File: src/rtl/q3_pkg.sv
// q3_pkg: shared constants and types for the Q3 packed-byte format.
//   Q3_DATA_W    payload width carried in bits 6:0 of a packed byte
//   Q3_TAG_BIT   position of the channel tag within a packed byte
//   CH_A / CH_B  tag values selecting channel A / channel B
//   q3_payload_t one payload word
package q3_pkg;

   localparam int unsigned Q3_DATA_W  = 7;
   localparam int unsigned Q3_TAG_BIT = 7;

   localparam logic CH_A = 1'b0;
   localparam logic CH_B = 1'b1;

   typedef logic [Q3_DATA_W-1:0] q3_payload_t;

endpackage

File: src/rtl/q3_sync_fifo.sv
// q3_sync_fifo: first-word-fall-through synchronous FIFO.
// Ports:
//   clk    rising-edge clock
//   rst    synchronous active-high reset (priority over clr)
//   clr    synchronous clear of pointers and occupancy
//   push   write din when not full
//   din    write data
//   full   occupancy == DEPTH
//   pop    advance head when not empty
//   dout   head entry, forced to zero while empty
//   empty  occupancy == 0
// DEPTH must be a power of two >= 2 so the pointers wrap by overflow.
module q3_sync_fifo #(
   parameter int unsigned DATA_W = 7,
   parameter int unsigned DEPTH  = 2
) (
   input  logic              clk,
   input  logic              rst,
   input  logic              clr,
   input  logic              push,
   input  logic [DATA_W-1:0] din,
   output logic              full,
   input  logic              pop,
   output logic [DATA_W-1:0] dout,
   output logic              empty
);

   localparam int unsigned PTR_W = $clog2(DEPTH);
   localparam int unsigned CNT_W = $clog2(DEPTH) + 1;

   logic [DATA_W-1:0] mem [DEPTH];
   logic [PTR_W-1:0]  wr_ptr;
   logic [PTR_W-1:0]  rd_ptr;
   logic [CNT_W-1:0]  count;
   logic              do_push;
   logic              do_pop;

   assign full    = (count == CNT_W'(DEPTH));
   assign empty   = (count == '0);
   assign do_push = push && !full;
   assign do_pop  = pop && !empty;
   assign dout    = empty ? '0 : mem[rd_ptr];

   always_ff @(posedge clk) begin
      if (rst || clr) begin
         wr_ptr <= '0;
         rd_ptr <= '0;
         count  <= '0;
      end else begin
         if (do_push) wr_ptr <= wr_ptr + PTR_W'(1);
         if (do_pop)  rd_ptr <= rd_ptr + PTR_W'(1);
         case ({do_push, do_pop})
            2'b10:   count <= count + CNT_W'(1);
            2'b01:   count <= count - CNT_W'(1);
            default: count <= count;
         endcase
      end
   end

   // Storage needs no reset: dout is masked while empty.
   always_ff @(posedge clk) begin
      if (do_push && !rst && !clr) mem[wr_ptr] <= din;
   end

endmodule

File: src/rtl/q3_stream_unpacker.sv
// q3_stream_unpacker: receive side of the Q3 packed-byte link. Each accepted
// byte is steered by its tag bit (MSB) into the channel A or channel B FIFO;
// both channels are presented as independent FWFT valid/ready streams.
// Ports:
//   clk, rst           rising-edge clock, synchronous active-high reset
//   in_data/valid/ready packed byte input handshake
//   flush              synchronous clear of both FIFOs
//   a_data/valid/ready channel A output stream
//   b_data/valid/ready channel B output stream
//   a_cnt, b_cnt       per-channel accepted-byte counters, saturating at 255
//                      (present only when Q3_STATUS_CNT_EN is defined)
module q3_stream_unpacker
   import q3_pkg::*;
#(
   parameter int unsigned DATA_W     = Q3_DATA_W,
   parameter int unsigned FIFO_DEPTH = 2
) (
   input  logic              clk,
   input  logic              rst,
   input  logic [DATA_W:0]   in_data,
   input  logic              in_valid,
   output logic              in_ready,
   input  logic              flush,
   output logic [DATA_W-1:0] a_data,
   output logic              a_valid,
   input  logic              a_ready,
   output logic [DATA_W-1:0] b_data,
   output logic              b_valid,
   input  logic              b_ready
`ifdef Q3_STATUS_CNT_EN
   ,
   output logic [7:0]        a_cnt,
   output logic [7:0]        b_cnt
`endif
);

   logic full_a, full_b;
   logic empty_a, empty_b;
   logic xfer, push_a, push_b;

   // Ready depends only on FIFO state, never on in_data.
   assign in_ready = !rst && !full_a && !full_b;
   assign xfer     = in_valid && in_ready;
   assign push_a   = xfer && (in_data[DATA_W] == CH_A);
   assign push_b   = xfer && (in_data[DATA_W] == CH_B);
   assign a_valid  = !empty_a;
   assign b_valid  = !empty_b;

   q3_sync_fifo #(.DATA_W(DATA_W), .DEPTH(FIFO_DEPTH)) u_fifo_a (
      .clk   (clk),
      .rst   (rst),
      .clr   (flush),
      .push  (push_a),
      .din   (in_data[DATA_W-1:0]),
      .full  (full_a),
      .pop   (a_ready),
      .dout  (a_data),
      .empty (empty_a)
   );

   q3_sync_fifo #(.DATA_W(DATA_W), .DEPTH(FIFO_DEPTH)) u_fifo_b (
      .clk   (clk),
      .rst   (rst),
      .clr   (flush),
      .push  (push_b),
      .din   (in_data[DATA_W-1:0]),
      .full  (full_b),
      .pop   (b_ready),
      .dout  (b_data),
      .empty (empty_b)
   );

`ifdef Q3_STATUS_CNT_EN
   always_ff @(posedge clk) begin
      if (rst || flush) begin
         a_cnt <= '0;
         b_cnt <= '0;
      end else begin
         if (push_a && (a_cnt != 8'hFF)) a_cnt <= a_cnt + 8'd1;
         if (push_b && (b_cnt != 8'hFF)) b_cnt <= b_cnt + 8'd1;
      end
   end
`endif

endmodule

File: config.mk
export PLATFORM = sky130hd
export DESIGN_NAME = q3_stream_unpacker
export DESIGN_NICKNAME = d
export VERILOG_FILES = /design/src/rtl/q3_pkg.sv /design/src/rtl/q3_sync_fifo.sv /design/src/rtl/q3_stream_unpacker.sv
export SDC_FILE = /design/constraint.sdc
export NUM_CORES = 1
export LEC_CHECK = 0
export BUFFER_PORTS_ARGS = -buffer_cell sky130_fd_sc_hd__buf_2
export CAP_MARGIN = 10
export CORE_AREA = 2 2 59 61
export DETAILED_ROUTE_END_ITERATION = 12
export DIE_AREA = 0 0 61 63
export PLACE_DENSITY = 0.72
export SYNTH_ARGS = -nofsm -noshare
export SYNTH_HDL_FRONTEND = slang
export SYNTH_SLANG_ARGS = --single-unit
export TNS_END_PERCENT = 100
File: constraint.sdc
create_clock -name clk -period 2.45 [get_ports clk]
set_clock_uncertainty 0.2 [all_clocks]
set_input_delay 0.1225 -clock clk [delete_from_list [all_inputs] [get_ports clk]]
set_output_delay 0.1225 -clock clk [all_outputs]
set_load 0.01 [all_outputs]
== Yosys cells after proc, flatten, opt, wreduce, memory -nomap -nowiden ==
Memory sizes are Yosys's and may differ from the RTL's. A register that Yosys moved wholly into a read port is not among the register bits.
Index checks and enable logic that the tools add are counted.
Widths: inputs -> output; s select.
Word-level totals
  bits in registers: 8
  latch bits: 0
  RAM bits: 28
  bits in read-only memories: 0
  output and inout bits: 17
  word-level logic and storage cells: 59
  memories kept: 2
Memory list
  u_fifo_a.mem: words 2, width 7, read ports 1, clocked after memory_dff 1, write ports 1, RTL line q3_sync_fifo.sv:31  | logic [DATA_W-1:0] mem [DEPTH];
  u_fifo_b.mem: words 2, width 7, read ports 1, clocked after memory_dff 1, write ports 1, RTL line q3_sync_fifo.sv:31
Operators by class
  $add $sub $neg: 8
  multipliers: 0
  divide/modulo/power cells: 0
  $lt $le $gt $ge: 0
  equal/unequal tests: 6
  shifts and indexed selects: 0
  multiplexer cells: 12
  bitwise gates (word level): 1
  reduce and logical (&&, ||, !) cells: 24
Operator list (count)
  $mux 7: 2
  $logic_and 1x1->1: 13
  $eq 2x2->1 const B: 4
  $mux 1: 8
  $pmux 2 s2: 2
  $logic_not 1->1: 6
  $add 1x1->1 const B: 4
  $add 2x1->2 const B: 2
  $eq 2x1->1 const B: 2
  $logic_not 2->1: 2
  $reduce_bool 2->1: 2
  $sub 2x1->2 const B: 2
  $logic_or 1x1->1: 1
  $not 1->1: 1

== Depth between registers and ports, before layout ==
  depth in word-level cells: 11
  mapped depth: 6
  mapped depth without buffers: 6

== Hierarchy ==
From an unflattened synthesis, not the netlist that was laid out.
Second synthesis, totals
  cell total of the unflattened synthesis: 122
  area total of the unflattened synthesis: 1570.3 um^2
By module, submodules not included
  q3_sync_fifo: times used 2, cells each 58, area each 757.0 um^2
  q3_stream_unpacker: times used 1, cells each 6, area each 56.3 um^2

== Worst setup path before layout ==
Ideal clock, no wire load.
  path type: reg2reg
  start: register u_fifo_a.count[1]
  end: register u_fifo_a.count[1]
  library setup time: 0.070 ns
  arrival: 1.533 ns
  data required time: 2.180 ns
  setup slack: 0.647 ns
  cell stages (with the launch flop): 6
  buffers on the path: 0
  period minus slack after synthesis: 1.803 ns
  cells stage by stage: dfxtp_1 -> or2b_2 -> nand4b_1 -> ha_1 -> or3_1 -> a21oi_1
Between the ends
  cells in the longest elaborated chain, start to end: 9
  elaborated cells on any way between the ends: 16
  classes of those cells: 2 x add/sub; 3 x eq/ne; 1 x mux; 10 x reduce/logical
Ends and longest elaborated chain
  from (decl): RTL line q3_sync_fifo.sv:34  | logic [CNT_W-1:0] count;
  from (signal assigned): RTL line q3_sync_fifo.sv:53  | 2'b10: count <= count + CNT_W'(1);
  from (signal assigned): RTL line q3_sync_fifo.sv:54  | 2'b01: count <= count - CNT_W'(1);
  from (signal assigned): RTL line q3_sync_fifo.sv:55  | default: count <= count;
  $eq 2x2->1: RTL line q3_sync_fifo.sv:38  | assign full = (count == CNT_W'(DEPTH));
  $logic_not 1->1: RTL line q3_sync_fifo.sv:40, q3_stream_unpacker.sv:42
  $logic_and 1x1->1 (2 in series): RTL line q3_stream_unpacker.sv:42  | assign in_ready = !rst && !full_a && !full_b;
  $logic_and 1x1->1: RTL line q3_stream_unpacker.sv:43  | assign xfer = in_valid && in_ready;
  $logic_and 1x1->1: RTL line q3_stream_unpacker.sv:44  | assign push_a = xfer && (in_data[DATA_W] == CH_A);
  $logic_and 1x1->1: RTL line q3_sync_fifo.sv:40  | assign do_push = push && !full;
  $eq 2x1->1 / $eq 2x2->1 (equally long branches): RTL line q3_sync_fifo.sv:52  | case ({do_push, do_pop})
  $pmux 2 s2 / $reduce_bool 2->1 (equally long branches)
Parallel ways exist; a longest one is shown, timed or not.
A chain may end at the register's enable or synchronous reset.

== Final worst setup path ==
  start: input flush
  end: register u_fifo_a.wr_ptr
Between the ends
  cells in the longest elaborated chain, start to end: 1
Ends and longest elaborated chain
  from (decl): RTL line q3_stream_unpacker.sv:23  | input logic flush,
  $logic_or 1x1->1: RTL line q3_sync_fifo.sv:45  | if (rst || clr) begin
  to (signal assigned): RTL line q3_sync_fifo.sv:50  | if (do_push) wr_ptr <= wr_ptr + PTR_W'(1);
  to (decl): RTL line q3_sync_fifo.sv:32  | logic [PTR_W-1:0] wr_ptr;
No other way between the ends.

==> impl_metrics.tcl <==
set metrics [dict create \
    status "complete, no violations" \
    vdd_ir_drop_max_v 0.000338 \
    crit_path_end_kind "register" \
    syn-num-nets 132 \
    syn_area_sq_um 1550 \
    yosysSeqAreaShare 0.674 \
    cts_buffers 5 \
    fill_cells 272 \
    path_common_cell "dlygate4sd3_1" \
    setup_violations 0 \
    final_max_slew_viol_count 0 \
    switching_power_mw 0.232 \
    min_to "u_fifo_b.wr_ptr$_SDFFE_PP0P_" \
    arrival_ps 2300 \
    dr.pass1.iters 4 \
    maxCapViolCount 0 \
    hpwl_um 2010 \
    max_freq_mhz 449 \
    max_stage_delay_ps 590 \
    final_cells 209 \
    viasPerCell 4.89 \
    worstPathMaxFanout 4 \
    cts_root_buf "clkbuf_4" \
    synthesis.instances 116 \
    synth.largest_area_cell "edfxtp_1" \
    fin_nets 178 \
    ys_warn_count 0 \
    power-per-cell-area_nw_per_um2 607 \
    via_count 1023 \
    place_congestion 0.790 \
    rsz0062_at_grt "no" \
    grt_max_degree 13 \
    synth-edff-count 28 \
    power_frac_seq 0.594 \
    post-route-period-util 0.908 \
    drt-initial-drc-count 26 \
    grt_use_total 0.171 \
    num_io_pins 31 \
    drc 0 \
    routed_wl_um 2910 \
    ff2ff_path_depth 5 \
    async_reset_ff_frac 0 \
    cts_tree "built" \
    worst_skew_pair.late_latency_ps 330 \
    die_x_um 61 \
    cpLargestDelayFamily "buffers and inverters" \
    grt_antenna_before_repair 0 \
    min_from "rst" \
    netlist_top_cells_area "edfxtp_1, dfxtp_1, mux2i_1" \
    n_antenna_cell 0 \
    yosysTopAreaCellShare 0.544 \
    crit_type "primary input to register" \
    core_sq_um 3230 \
    cp_num_buf_inv 4 \
    p_clk_frac 0.343 \
    synth_seq_cells 38 \
    syn2layout_area_growth_pct 25.3 \
    grt_pass1_vias 1057 \
    avgSynthCellArea_sq_um 13.3 \
    final_hold_viol_count 0 \
    sw_frac_of_total 0.198 \
    clk_pin_slew_worst_paths_ps 110 \
    post-synth-top-count-cell "edfxtp_1" \
    ant_nets 0 \
    drive_gt1_frac 0.252 \
    grt_pass1_wl_um 4660 \
    floorplan.initialDensity 0.478 \
    wl_per_cell_um 13.9 \
    finalSetupTns_ps 0 \
    clock_sinks 38 \
    worstMarginPinSlew_ps 643 \
    r2r_start "u_fifo_a.count[1]$_SDFFE_PP0P_" \
    min_period_ps 2230 \
    die-area_sq_um 3840 \
    critPathSlowestCell "dlygate4sd3_1" \
    slew-limit-headroom 0.569 \
    ys_types 22 \
    hp-class "primary input to register" \
    cp.required_ps 2530 \
    io_buffers 30 \
    holdPathStages 3 \
    dominantRegCellSynth "edfxtp_1" \
    timing.rr.end "u_fifo_a.count[1]$_SDFFE_PP0P_" \
    reg2reg_slack_ps 470 \
    path_cells "dlygate4sd3_1 -> buf_2 -> nor2_1 -> dlygate4sd3_1 -> nand2_1 -> mux2i_1 -> dlygate4sd3_1" \
    num_rows 21 \
    worstSetupStartpointType "primary input" \
    grt_overflow 0 \
    die_y_um 63 \
    dp.cells 189 \
    p_int_mw 0.943 \
    ys_top_cells_by_count "edfxtp_1, nor2_1, mux2i_1" \
    leakage_nw 0.756 \
    cts_max_level 2 \
    cts_buffer_depth 2 \
    pwr-share-comb 0.063 \
]
[tightest hold or removal path: stages]
cell     delay [ps]
buf_2           130
or3_1           160
mux2i_1          90
[cell usage in the layout (no fill, tap or decap), drive strengths merged, types with 2 or more instances in the layout]
cell         count
buf             30
edfxtp          28
nor2            25
mux2i           16
dlygate4sd3     12
dfxtp           10
clkbuf           5
o21ai            4
inv              4
or3              4
xor2             4
and4             2
nand4b           2
nand2            2
xnor2            2
a21oi            2
ha               2
clkinv           2
[flip-flops by register name, indices dropped and copies added, names as in the netlist, named ones only]
name	count
u_fifo_b.count	2
u_fifo_b.mem	14
u_fifo_a.rd_ptr	1
u_fifo_a.count	2
u_fifo_b.wr_ptr	1
u_fifo_a.wr_ptr	1
u_fifo_a.mem	14
u_fifo_b.rd_ptr	1
[layout make-up]
cell class,instances,area [sq um],area share
flip-flops and latches,38,1040,0.537
multi-input cells,71,475,0.245
repair buffers,42,270,0.140
well taps,46,57.6,0.0297
clock inverters,3,40.0,0.0207
clock buffers,5,37.5,0.0194
inverters,4,15.0,0.00775
[per-layer routing]
metal  share of wire  track usage  wire (um)
met1            0.40        0.178       1170
met2            0.54        0.302       1560
met3           0.040       0.0580        117
met4           0.020       0.0707         58
met5               0            0          0
[power by group through the flow]
stage	sequential [mW]	clock [mW]	combinational (mW)
floorplan	0.712	0	0.0318
finish	0.698	0.403	0.0742
global placement	0.713	0	0.0570
global route	0.699	0.451	0.0817
CTS	0.698	0.419	0.0744
detailed placement	0.713	0	0.0600
[worst max path at each step]
stage | slack [ps] | cells after the start | startpoint | to
6_report | 220 | 7 | flush | u_fifo_a.wr_ptr$_SDFFE_PP0P_
5_1_grt | 150 | 7 | flush | u_fifo_a.wr_ptr$_SDFFE_PP0P_
4_1_cts | 290 | 7 | flush | u_fifo_a.wr_ptr$_SDFFE_PP0P_
3_5_place_dp | 510 | 5 | u_fifo_a.count[1]$_SDFFE_PP0P_ | u_fifo_a.count[1]$_SDFFE_PP0P_
3_3_place_gp | 600 | 5 | u_fifo_a.count[1]$_SDFFE_PP0P_ | u_fifo_b.count[1]$_SDFFE_PP0P_
2_1_floorplan | 650 | 5 | u_fifo_a.count[1]$_SDFFE_PP0P_ | u_fifo_a.count[1]$_SDFFE_PP0P_
[per-stage QoR]
step                      area, sq um  hold slack [ps]  total power, mW  utilization  setup slack, ps
after global routing             1940             22.9             1.23        0.599              148
after global placement           1740              151            0.770        0.538              596
after CTS                        1940             6.03             1.19        0.599              286
final                            1940             22.2             1.18        0.599              225
after detailed placement         1740              154            0.773        0.538              506
after floorplan                  1550             21.4            0.743            -              647
[timing repair]
item,4_1_cts,5_1_grt
setup buffers,0,0
endpoints found under the setup margin,0,0
resized for setup,0,0
hold buffers,12,0
hold endpoints to repair,38,0
[kinds of logic after synthesis]
group	Yosys count	share of synthesized area
xor gates and xnor gates	6	0.0340
buffers and inverters	7	0.0186
and+or+nand+nor	41	0.134
AOI/OAI and AO/OA	6	0.0194
DFF	38	0.674
muxes	16	0.104
adders and majority gates	2	0.0162
No activity file was read; power rests on OpenSTA's default activity.
